`config.mk`:
```
export PLATFORM = sky130hd
export DESIGN_NAME = uart_tx_frame_flat
export DESIGN_NICKNAME = d
export VERILOG_FILES = /design/src/rtl/uart_tx_frame_if.sv /design/src/rtl/uart_tx_frame.sv /design/src/flat_wrapper.sv
export SDC_FILE = /design/constraint.sdc
export NUM_CORES = 1
export LEC_CHECK = 0
export ABC_AREA = 1
export CORE_MARGIN = 5
export CORE_UTILIZATION = 25
export CTS_CLUSTER_SIZE = 25
export DETAILED_ROUTE_END_ITERATION = 16
export SETUP_SLACK_MARGIN = 0.05
export SLEW_MARGIN = 30
export SYNTH_ARGS = -nofsm -noshare
export SYNTH_HDL_FRONTEND = slang
export SYNTH_SLANG_ARGS = --single-unit
```
`constraint.sdc`:
```
create_clock -name clk -period 2.1 [get_ports clk]
set_clock_uncertainty 0.2 [all_clocks]
set_input_delay 0.21 -clock clk [delete_from_list [all_inputs] [get_ports clk]]
set_output_delay 0.21 -clock clk [all_outputs]
set_load 0.01 [all_outputs]
```
`src/rtl/uart_tx_frame_if.sv`:
```
// uart_tx_frame_if: byte request and serial-line status between a UART client and the frame serialiser
interface uart_tx_frame_if;
  logic       tx_start;
  logic [7:0] din;
  logic [1:0] parity_type;
  logic       parity_bit;
  logic       tx;
  logic       tx_busy;
  logic       tx_done;
  modport master (output tx_start, din, parity_type, parity_bit, input tx, tx_busy, tx_done);
  modport slave  (input tx_start, din, parity_type, parity_bit, output tx, tx_busy, tx_done);
endinterface

```
`src/rtl/uart_tx_frame.sv`:
```
// uart_tx_frame: serialises one UART frame (start, 8 data LSB-first, optional parity, stop bits)
module uart_tx_frame #(
  parameter int CLKS_PER_BIT = 10416,
  parameter int STOP_BITS    = 1
) (
  input logic            clk,
  input logic            reset,
  uart_tx_frame_if.slave bus
);
  localparam int CW = $clog2(CLKS_PER_BIT);
  typedef enum logic [2:0] {IDLE, START, DATA, PARITY, STOP} state_t;
  state_t        state;
  logic [CW-1:0] baud_cnt;
  logic [2:0]    bit_idx;
  logic          stop_cnt;
  logic [7:0]    din_q;
  logic [1:0]    ptype_q;
  logic          pbit_q;
  logic          cell_end;
  logic          par_en;
  assign cell_end = baud_cnt == CW'(CLKS_PER_BIT - 1);
  assign par_en   = ^ptype_q;
  // frame sequencer; tx is loaded with the next cell value at each cell boundary so it stays registered
  always_ff @(posedge clk or negedge reset) begin
    if (!reset) begin
      state       <= IDLE;
      baud_cnt    <= '0;
      bit_idx     <= '0;
      stop_cnt    <= 1'b0;
      din_q       <= '0;
      ptype_q     <= '0;
      pbit_q      <= 1'b0;
      bus.tx      <= 1'b1;
      bus.tx_busy <= 1'b0;
      bus.tx_done <= 1'b0;
    end else begin
      bus.tx_done <= 1'b0;
      baud_cnt    <= (state == IDLE || cell_end) ? '0 : baud_cnt + 1'b1;
      case (state)
        IDLE: if (bus.tx_start) begin
          din_q       <= bus.din;
          ptype_q     <= bus.parity_type;
          pbit_q      <= bus.parity_bit;
          bus.tx      <= 1'b0;
          bus.tx_busy <= 1'b1;
          state       <= START;
        end
        START: if (cell_end) begin
          bit_idx <= '0;
          bus.tx  <= din_q[0];
          state   <= DATA;
        end
        DATA: if (cell_end) begin
          if (bit_idx == 3'd7) begin
            stop_cnt <= 1'b0;
            bus.tx   <= par_en ? pbit_q : 1'b1;
            state    <= par_en ? PARITY : STOP;
          end else begin
            bit_idx <= bit_idx + 3'd1;
            bus.tx  <= din_q[bit_idx + 3'd1];
          end
        end
        PARITY: if (cell_end) begin
          stop_cnt <= 1'b0;
          bus.tx   <= 1'b1;
          state    <= STOP;
        end
        STOP: if (cell_end) begin
          if (stop_cnt == 1'(STOP_BITS - 1)) begin
            bus.tx_busy <= 1'b0;
            bus.tx_done <= 1'b1;
            state       <= IDLE;
          end else begin
            stop_cnt <= stop_cnt + 1'b1;
          end
        end
        default: state <= IDLE;
      endcase
    end
  end
endmodule
```
`src/flat_wrapper.sv`:
```
// flat-port wrapper written by rule: the top's interface ports become plain ports
module uart_tx_frame_flat 
#(
  parameter int CLKS_PER_BIT = 10416,
  parameter int STOP_BITS    = 1
)
  (clk, reset, bus_tx_start, bus_din, bus_parity_type, bus_parity_bit, bus_tx, bus_tx_busy, bus_tx_done);
  uart_tx_frame_if bus_i ();
  input logic clk;
  input logic reset;
  input wire logic [$bits(bus_i.tx_start)-1:0] bus_tx_start;
  input wire logic [$bits(bus_i.din)-1:0] bus_din;
  input wire logic [$bits(bus_i.parity_type)-1:0] bus_parity_type;
  input wire logic [$bits(bus_i.parity_bit)-1:0] bus_parity_bit;
  output wire logic [$bits(bus_i.tx)-1:0] bus_tx;
  output wire logic [$bits(bus_i.tx_busy)-1:0] bus_tx_busy;
  output wire logic [$bits(bus_i.tx_done)-1:0] bus_tx_done;
  assign bus_i.tx_start = bus_tx_start;
  assign bus_i.din = bus_din;
  assign bus_i.parity_type = bus_parity_type;
  assign bus_i.parity_bit = bus_parity_bit;
  assign bus_tx = bus_i.tx;
  assign bus_tx_busy = bus_i.tx_busy;
  assign bus_tx_done = bus_i.tx_done;
  uart_tx_frame #(.CLKS_PER_BIT(CLKS_PER_BIT), .STOP_BITS(STOP_BITS)) u_core (.clk(clk), .reset(reset), .bus(bus_i));
endmodule
```
Word level (Yosys, flattened, before mapping) --
Index checks and enable logic that the tools add are counted.
Word-level totals: bits in registers 35, latch bits 0, memory bits (writable) 0, memory bits (read-only) 0, input bits 14, output and inout port bits 3, word-level logic and storage cells 77, memories kept 0
Operators by class: add/sub/neg operators 3, multipliers 0, div/mod/pow operators 0, $lt $le $gt $ge 1, eq/ne operators 14, shifts and indexed selects 0, mux-type cells 36, bitwise gates (word level) 0, reductions and logical operators 13
Operator list (number):
- $mux 3 | 11
- $mux 1 | 18
- $pmux 3 s5 | 1
- $add 14x1->14 const B | 1
- $eq 14x14->1 const B | 1
- $mux 14 | 1
- $ne 2x1->1 const B | 5
- $reduce_and 5->1 | 2
- $reduce_and 4->1 | 2
- $reduce_and 7->1 | 1
- $eq 3x2->1 const B | 2
- $eq 3x3->1 const B | 2
- $ne 2x2->1 const B | 3
- $pmux 3 s2 | 1
- $lt 3x4->1 const B | 1
- $pmux 1 s4 | 1
- $reduce_bool 2->1 | 2
- $reduce_bool 4->1 | 1
- $add 3x1->3 const B | 1
- $bmux 1 s3 | 1
- $eq 3x1->1 const B | 1
- $logic_not 3->1 | 1
- $pmux 1 s3 | 1
- $reduce_bool 3->1 | 1
- 5 further kinds | 5

Longest topological paths before layout --
Gate-level depths: netlist of run 1.
depth in word-level cells 6, depth in mapped cells 10, depth with buffers taken out 10

Worst setup path after synthesis of run 1 --
Ideal clock, no wire load.
path type reg-to-reg, start register u_core.baud_cnt[0], end register u_core.bit_idx[2], library setup time 126 ps, arrival time 1206 ps, data required time 1774 ps, setup slack 568 ps, stages on the path, launching flop included 9, path buffers 0, clock period less this slack 1532 ps, cell sequence dfrtp_1 ha_1 nand3_2 inv_1 nand3_1 nor2_1 nand3b_1 nand2_1 o21ai_0
Between the ends: cells in the longest elaborated chain, start to end 3, elaborated cells between the ends (all ways) 4, classes of those cells eq/ne: 3; reduce/logical: 1
Ends and longest elaborated chain:
- from (decl) | RTL line uart_tx_frame.sv:13 | logic [CW-1:0] baud_cnt;
- from (signal assigned) | RTL line uart_tx_frame.sv:38 | baud_cnt <= (state == IDLE || cell_end) ? '0 : baud_cnt + 1'b1;
- $eq 14x14->1 (*) | RTL line uart_tx_frame.sv:21 | assign cell_end = baud_cnt == CW'(CLKS_PER_BIT - 1);
- $ne 2x1->1 (no source line)
- $reduce_and 4->1 (no source line) (*)
- to (signal assigned) | RTL line uart_tx_frame.sv:59 | bit_idx <= bit_idx + 3'd1;
- to (decl) | RTL line uart_tx_frame.sv:14 | logic [2:0] bit_idx;
Mark *: on every way between the ends. The rest lies on a longest branch, timed or not. A chain may end at the register's enable or synchronous reset.

Worst setup path after layout of run 1 --
start register u_core.bus.tx, end output bus_tx
RTL lines:
- from (decl) | RTL line uart_tx_frame_if.sv:11 | modport slave (input tx_start, din, parity_type, parity_bit, output tx, tx_busy, tx_done);
- from (signal assigned) | RTL line uart_tx_frame.sv:50 | bus.tx <= din_q[0];
- from (signal assigned) | RTL line uart_tx_frame.sv:56 | bus.tx <= par_en ? pbit_q : 1'b1;
- from (signal assigned) | RTL line uart_tx_frame.sv:60 | bus.tx <= din_q[bit_idx + 3'd1];
- to (decl) | RTL line flat_wrapper.sv:15 | output wire logic [$bits(bus_i.tx)-1:0] bus_tx;
No word-level cell between the ends.

==> metrics, run 1 <==
TritonCTS clock tree yes; Logic pwr share between 30% and 40%; Area Overhead vs Synth 19.7%; FF+latch area around 850 um2; required time of the critical path 1690 ps; area of the multi-input gates about 840 um2; Worst setup SP type register; Detailed Route WL about 3600 um; Sw Share a little under two fifths; YS warnings 0; port buffer count 16; DP HPWL approximately 2700 um; post-place setup slack approximately 360 ps; Syn Inst Count between 200 and 250; initial core utilization ~26%; drt via density around 4.2; WP buf/inv 1; post-cts resize count 0; slowest stage delay, CP 530 ps; RD Place Congestion ~0.83; first-pass detailed-route iteration total 4; met1 wire length roughly 1800 um; met2 wire length 1580 um; ANT nets after route 0; Reg power frac a little over two fifths; Via Count 1504; Worst Setup SP u_core.bus.tx; min cycle time layout 1750 ps; Layout Nets between 200 and 300; H-tree depth 2; Cell Rows 31; core area 7210 um2; worst skew pair latency 280 ps; setup repair bufs after CTS 0; clock power share between 20% and 30%; Slew Limit Fails 0; Total GRT Usage about 8.8%; CTS root buffer clkbuf_8; final hold slack 140 ps; post-synthesis net count between 200 and 300; FF-to-FF Start u_core.bit_idx[0]; Internal about 0.0015 W; CTS Buf Count 5; CP top delay family flip-flops; Slew @ Worst Pin 424 ps; Max Clock Freq around 0.57 GHz; Pwr Density between 1000 and 1500 nW/um2; critical path type reg -> out; antenna violations before repair 0; DIE AREA 9190 um2; Seq/Total Area, Yosys between 40% and 50%; top layer in use met4; clk slew on worst S/H paths ~70 ps; clock tree buffer depth 2; Worst path slowest cell dfstp_2; Leak Pwr a little over 1 nW; Post-DP Area 2120 um2; arrival time worst endpoint roughly 1300 ps; Sw Pwr between 0.0008 and 0.0009 W; Final Hold Vio Count 0; TritonCTS Sinks 34; outcome completed; Residual DRC 0; period utilization slightly above 80%; Layout fillers roughly 800; crit-path max FO 2; Mapped Area roughly 1800 um2; die span in y about 96 um; slew margin rel. 71.8%; setup violators final 0; crit path cell chain clkdlybuf4s50_1; first-pass GRT wire length between 6000 and 7000 um; total grt overflow 0; syn avg cell area 7.85 um2; Initial DRC Count between 60 and 70; final worst setup slack between 300 and 400 ps; worst hold path class in -> async; ant diodes 0; largest net degree at the start of global routing 35; Worst setup EP type output port; Routed WL per cell around 10 um; num ports 17; Yosys reg bits 34; share of cells above drive strength 1 ~12%; RSZ-0062 raised after global routing no; Yosys cell types 29; Final Util between 30% and 40%; Die Wd ~96 um; # hold bufs at CTS 0; Max-cap violations 0; Setup TNS 0 ps; final design instance area without fill 2210 um2; vias in the first global route ~1500; WL met3 161 um; peak supply drop between 0.5 and 0.6 mV
## final cells by class
type / instances / share of cell area (%)
timing repair buffer: 18 / 7.93
inverter: 33 / 5.61
sequential: 34 / 38.6
clock inverter: 1 / 0.227
clock buffer: 7 / 3.91
multi-input combinational: 164 / 38.1
tap: 99 / 5.61
## final timing paths
path | slack [ps] | cells past startpoint | endpoint
max in group asynchronous | 1220 | 2 | u_core.bus.tx
min in group clk | 270 | 2 | u_core.bus.tx
worst max register to register | 360 | 5 | u_core.bit_idx[1]
worst min register to register | 270 | 2 | u_core.bus.tx
worst min-delay path | 140 | 2 | u_core.baud_cnt[13]
worst max-delay path | 350 | 1 | bus_tx
## cell usage in the layout (no fill, tap or decap), types with 4 or more instances in the layout
cell              n
nand2_1          48
nor2_1           33
dfrtp_1          33
inv_1            32
nand3_1          21
clkdlybuf4s50_1  16
a21oi_1          14
o21ai_0           7
nor2_2            6
clkbuf_8          6
nor3_1            5
nand2_2           4
## cells in the mapped netlist (all sizes together)
master | number | area (um2)
ha | 3 | 37.5
nor2 | 39 | 161
clkinv | 1 | 3.75
nand2 | 53 | 216
xor2 | 3 | 26.3
xnor2 | 1 | 8.76
nand4 | 1 | 6.26
nand3 | 23 | 125
o21ai | 8 | 40.0
or2 | 1 | 6.26
dfstp | 1 | 26.3
inv | 32 | 120
o21bai | 1 | 7.51
nor3b | 2 | 15.0
dfrtp | 33 | 826
buf | 3 | 21.3
nand3b | 2 | 15.0
clkbuf | 1 | 5.00
mux2 | 3 | 33.8
nor3 | 8 | 55.1
a21oi | 16 | 87.6
## logic make-up (layout without fill, tap and decap cells)
kind of cell    Yosys count  count (layout)  synth area share (%)
buf+inv                  37              59                  8.14
simple gates            129             129                  32.6
fa+ha+maj                 3               3                  2.04
flops                    34              34                  46.2
compound gates           25              25                  7.33
mux                       3               3                  1.83
xor+xnor                  4               4                  1.90
## power by group through the flow
stage | Clock [W] | Combinational [W] | Sequential, W
2_1_floorplan | 0 | 0.000686 | 0.000962
3_3_place_gp | 0 | 0.000857 | 0.000976
3_5_place_dp | 0 | 0.000872 | 0.000984
4_1_cts | 0.000519 | 0.000878 | 0.000970
5_1_grt | 0.000541 | 0.00102 | 0.000995
6_report | 0.000498 | 0.000862 | 0.000969
## per-stage QoR
stage               power (W)  std cells
floorplan             0.00165        235
global placement      0.00183        348
detailed placement    0.00186        348
CTS                   0.00237        356
global route          0.00256        356
finish                0.00233        356
## layer usage
metal  track usage, %  vias up
met3             2.74        5
met2             14.0       36
li1                 -      781
met4             2.49        0
met5                0        -
met1             11.6      682
## sequential cells by signal (all words and copies together) (netlist names)
register	cells
u_core.baud_cnt	14
u_core.bit_idx	3
u_core.bus.tx	1
u_core.bus.tx_busy	1
u_core.bus.tx_done	1
u_core.din_q	8
u_core.pbit_q	1
u_core.ptype_q	2
u_core.state	3
Power figures use the tool's default switching activity.
==> run 2, diff against run 1 <==
clock period = 1.6 ns   (was 2.1 ns; I/O delays follow)
==> metrics, run 2 (synthesis gave the netlist of run 1 again) <==
outcome finished with violations; violated checks negative setup slack; share of cells above drive strength 1 32.0% (+20 points); GR met3 Demand/Resource 2.66% (-0.078 points); Die Wd 95.9 um (unchanged); clk slew on worst S/H paths 70 ps (about the same); ant diodes 0 (unchanged); Detailed Route WL 4260 um (+18%); crit path cell chain ha_4 > nand3_4 > nor2_4 > nand2_4 > nand2_4 > buf_12 > nor3b_2; clock tree buffer depth 2 (unchanged); worst skew pair latency 290 ps (about the same); # hold bufs at CTS 0 (unchanged); Initial DRC Count 76 (+15%); peak supply drop 0.663 mV (+15%); R2R Path End u_core.baud_cnt[4]; Layout fillers 750 (-6.6%); antenna violations before repair 0 (unchanged); power after layout 0.00389 W (+67%); Slew Limit Fails 0 (unchanged); r2r setup slk -7 ps (-370 ps); Area Overhead vs Synth 46.9%; RSZ-0062 raised after global routing yes; port buffer count 16 (unchanged); num ports 17 (unchanged); Biggest register u_core.baud_cnt; required time of the critical path 1610 ps (-80 ps); final design instance area without fill 2710 um2 (+23%); cell count of the worst reg-to-reg path 7 (+2); Post-DP Area 2300 um2 (+8.5%); Worst path slowest cell dfrtp_1; Most Frequent Cell on Critical Path nand2_4; arrival time worst endpoint 1620 ps (+280 ps); RD Place Congestion 0.846 (+1.8%); DIE AREA 9190 um2 (unchanged); Layout Nets 300 (+9.9%); Via Count 1638 (+8.9%); Pwr Density 1440 nW/um2 (+36%); met1 Track Usage GR 12.3% (+0.76 points); TritonCTS Sinks 34 (unchanged); total grt overflow 0 (unchanged); Slew @ Worst Pin 258 ps (-165 ps); largest registers u_core.baud_cnt (14), u_core.din_q (8); ANT nets after route 0 (unchanged); Worst setup EP type register; CTS root buffer clkbuf_8; Worst setup SP type register; final worst setup slack -6.69 ps (-361 ps); first-pass detailed-route iteration total 4 (unchanged); WP buf/inv 1 (unchanged); critical path type reg -> reg; slowest stage delay, CP 420 ps (-110 ps); Final Hold Vio Count 0 (unchanged); die span in y 95.9 um (unchanged); Max Clock Freq between 0.6 and 0.7 GHz; Max-cap violations 0 (unchanged); Routed WL per cell 11.1 um (+9.5%); CTS Buf Count 5 (unchanged); drt via density 4.28 (+1.2%); worst hold path class in -> async; Residual DRC 0 (unchanged); H-tree depth 2 (unchanged); period utilization 100%; most common cell after layout, fill and taps aside nand2_1; min cycle time layout 1610 ps; Total GRT Usage 10.0% (+1.2 points); TritonCTS clock tree yes; setup violators final 1 (+1); commonest cells after routing, fill and taps aside 43 x nand2_1, 33 x dfrtp_1, 31 x inv_1; core area 7210 um2 (unchanged); initial core utilization 25.6% (unchanged); slew margin rel. 82.7% (+11 points); max FFs per register 14 (unchanged); CP top delay family simple AND/OR/NAND/NOR gates; GRT busiest layer met2; first-pass GRT wire length 7250 um (+12%); met2 Track Usage GR 17.2% (+3.2 points); largest net degree at the start of global routing 35 (unchanged); crit-path max FO 7 (+5); vias in the first global route 1683 (+14%); Cell Rows 31 (unchanged); DP HPWL 2940 um (+11%); Leak Pwr 1.25 nW (+22%); FF-to-FF Start u_core.baud_cnt[1]
-- run 2: cell types whose count changed in the layout (fill, tap and decap cells not counted), moves of 4 or more --
cell and change:
buf_4 +22, nor2_1 -13, nor2_4 +10, nand2_1 -5, buf_12 +4, nor3_1 -4
o21ai_0 -4
-- run 2: per-stage QoR --
stage          cells  hold slack [ps]  setup slack, ps  util [%]  setup TNS, ps
2_1_floorplan    235             -336             68.3         -              0
6_report         383             35.2            -6.69      37.6          -6.69
3_5_place_dp     367              269            -60.0      31.8           -111
3_3_place_gp     367              268            -20.6      31.8          -45.8
5_1_grt          383             67.2             -110      37.6          -1160
4_1_cts          378             45.9             13.2      35.1              0
-- run 2: final cells by class --
cell class | instances | area [um2] | share of cell area, %
Clock inverter | 2 | 60.1 | 2.22
Timing Repair Buffer | 45 | 429 | 15.8
Tap cell | 99 | 124 | 4.57
Sequential cell | 34 | 852 | 31.4
Clock buffer | 6 | 82.6 | 3.05
Multi-Input combinational cell | 164 | 1040 | 38.3
Inverter | 33 | 124 | 4.57
-- run 2: power breakdown --
| group | leakage, nW | internal (W) | switching, W |
|---|---|---|---|
| logic | 0.755 | 0.000714 | 0.000905 |
| registers | 0.420 | 0.00112 | 0.000164 |
| clock network | 0.0714 | 0.000665 | 0.000331 |
-- run 2: worst max path at each step --
stage,startpoint,to,cells after the start
global route,u_core.baud_cnt[1],u_core.baud_cnt[10],7
finish,u_core.baud_cnt[1],u_core.baud_cnt[4],7
global placement,u_core.baud_cnt[0],u_core.bit_idx[2],8
detailed placement,u_core.baud_cnt[0],u_core.bit_idx[1],8
CTS,u_core.baud_cnt[0],u_core.bit_idx[1],8
floorplan,u_core.baud_cnt[0],u_core.bit_idx[2],8
-- run 2: layer usage --
metal / vias up / wire [um]
li1: 834 / -
met1: 769 / 2010
met2: 32 / 2070
met3: 3 / 157
met4: 0 / 23
met5: - / 0
-- run 2: what timing repair did --
item,in CTS,in global routing
pin swaps,7,20
endpoints found under the setup margin,22,26
resized for setup,21,38
buffers inserted,3,5
==> run 3, diff against run 2 <==
CORE_UTILIZATION = 45   (was 25)
CTS_CLUSTER_SIZE = not set   (was 25)
PLACE_DENSITY = 0.67   (was not set)
==> metrics, run 3 (synthesis gave the netlist of run 1 again) <==
outcome completed; Leak Pwr 1.21 nW (-3.3%); min cycle time layout 1590 ps (-16.0 ps); Slew Limit Fails 0 (unchanged); H-tree depth 2 (unchanged); setup violators final 0 (-1); crit-path max FO 3 (-4); Initial DRC Count 118 (+55%); Total GRT Usage 17.1% (+7.1 points); fin cells 331 (-14%); largest registers u_core.baud_cnt (14), u_core.din_q (8); FF-to-FF Start u_core.baud_cnt[1]; vias in the first global route 1600 (-4.9%); final design instance area without fill 2530 um2 (-6.6%); Max-cap violations 0 (unchanged); Worst Setup SP u_core.baud_cnt[1]; TritonCTS Sinks 34 (unchanged); Worst setup EP type register; port buffer count 16 (unchanged); Post-DP Area 2220 um2 (-3.5%); peak supply drop 0.820 mV (+24%); Biggest register u_core.baud_cnt; Routed WL per cell 12.3 um (+10%); Max Clock Freq 0.629 GHz (+1.0%); Pwr Density 1390 nW/um2 (-3.0%); DIE AREA 5480 um2 (-40%); clock tree buffer depth 2 (unchanged); CP endpoint u_core.baud_cnt[10]; RSZ-0062 raised after global routing yes; slew margin rel. 83.3% (+0.61 points); cell count of the worst reg-to-reg path 8 (+1); CTS root buffer clkbuf_8; arrival time worst endpoint 1620 ps (about the same); Via Count 1646 (+0.49%); antenna violations before repair 0 (unchanged); max FFs per register 14 (unchanged); ant diodes 0 (unchanged); Residual DRC 0 (unchanged); power after layout 0.00353 W (-9.3%); share of cells above drive strength 1 29.5% (-2.5 points); # hold bufs at CTS 0 (unchanged); drt via density 4.97 (+16%); first-pass detailed-route iteration total 4 (unchanged); R2R Path End u_core.baud_cnt[10]; Die Wd 74.0 um (-23%); r2r setup slk 9 ps (+20 ps); Detailed Route WL 4060 um (-4.7%); final hold slack 35.7 ps (+0.512 ps); ANT nets after route 0 (unchanged); die span in y 74.0 um (-23%); largest net degree at the start of global routing 35 (unchanged); Placed Instances 317 (-14%); total grt overflow 0 (unchanged); initial core utilization 46.1% (+21 points); Layout fillers 359 (-52%); clk slew on worst S/H paths 70 ps (about the same); Worst setup SP type register; worst hold path class in -> async; commonest cells after routing, fill and taps aside 45 x nand2_1, 31 x dfrtp_1, 30 x inv_1; area of the multi-input gates 1020 um2 (-2.2%); most common cell after layout, fill and taps aside nand2_1; Cell Rows 23 (-26%); RD Place Congestion 0.808 (-4.4%); final worst setup slack 9.30 ps (+16.0 ps); post-place setup slack -28.6 ps (+31.4 ps); Area Overhead vs Synth 37.3%; TritonCTS clock tree yes; Final Hold Vio Count 0 (unchanged); CTS Buf Count 5 (unchanged); first-pass GRT wire length 7080 um (-2.4%); DP HPWL 2870 um (-2.4%); required time of the critical path 1630 ps (+20 ps); Layout Nets 297 (-1.0%); worst skew pair latency 290 ps (about the same); Slew @ Worst Pin 248 ps (-10.8 ps); num ports 17 (unchanged); period utilization 99.4% (-1.0 points); critical path type reg -> reg; FF+latch area 855 um2 (+0.29%); core area 4000 um2 (-45%)
==> run 3: cell types whose count changed in the layout (fill, tap and decap cells not counted), moves of 3 or more <==
cell     previous run  this run
nor2_2              9         6
nand3_1            19        16
buf_4              24        21
nor3_1              1         4
nor2_1             20        25
nand3_2             3         6
nor3_2              6         3
==> run 3: layout make-up <==
class	instances	share of cell area [%]
Sequential cell	34	33.7
Clock inverter	1	0.198
Multi-Input combinational cell	165	40.1
Clock buffer	7	3.41
Inverter	33	4.89
Timing Repair Buffer	41	15.2
Tap cell	50	2.47
==> run 3: power breakdown <==
part,internal (W),switching (W),leakage (nW)
registers,0.00112,0.000152,0.418
clock network,0.000347,0.000315,0.0482
logic,0.000698,0.000900,0.740
==> run 3: per-stage QoR <==
stage / setup TNS, ps / utilization (%)
after floorplan: 0 / -
after global placement: -50.5 / 55.4
after detailed placement: -161 / 55.4
after CTS: 0 / 59.2
after global routing: -691 / 63.3
final: 0 / 63.3
==> run 3: worst max-delay path, stage by stage (launching register included) <==
cell	delay, ps
dfrtp_1	350
ha_2	210
nand3_4	100
buf_6	140
nor2_4	80
nand2_2	70
nor3_4	190
nand2_1	80
a21oi_2	100
==> run 3: per-layer routing <==
metal / track usage (%) / up-vias / wire [um] / share of wire (%)
li1: - / 838 / - / -
met1: 21.3 / 774 / 1780 / 44
met2: 28.3 / 27 / 2040 / 50
met3: 4.86 / 7 / 185 / 4.6
met4: 6.04 / 0 / 59 / 1.5
met5: 0 / - / 0 / 0
==> run 3: worst min-delay path by stage <==
| stage | end | slack, ps |
|---|---|---|
| 2_1_floorplan | u_core.baud_cnt[0] | -340 |
| 3_3_place_gp | u_core.bus.tx | 260 |
| 3_5_place_dp | u_core.bus.tx | 260 |
| 4_1_cts | u_core.baud_cnt[13] | 40 |
| 5_1_grt | u_core.baud_cnt[13] | 60 |
| 6_report | u_core.baud_cnt[5] | 40 |
==> run 3: repair_timing <==
item	4_1_cts	5_1_grt
cloned	0	1
setup buffers	1	4
pin swaps	4	10
resized for setup	18	35
setup endpoints to repair	15	27
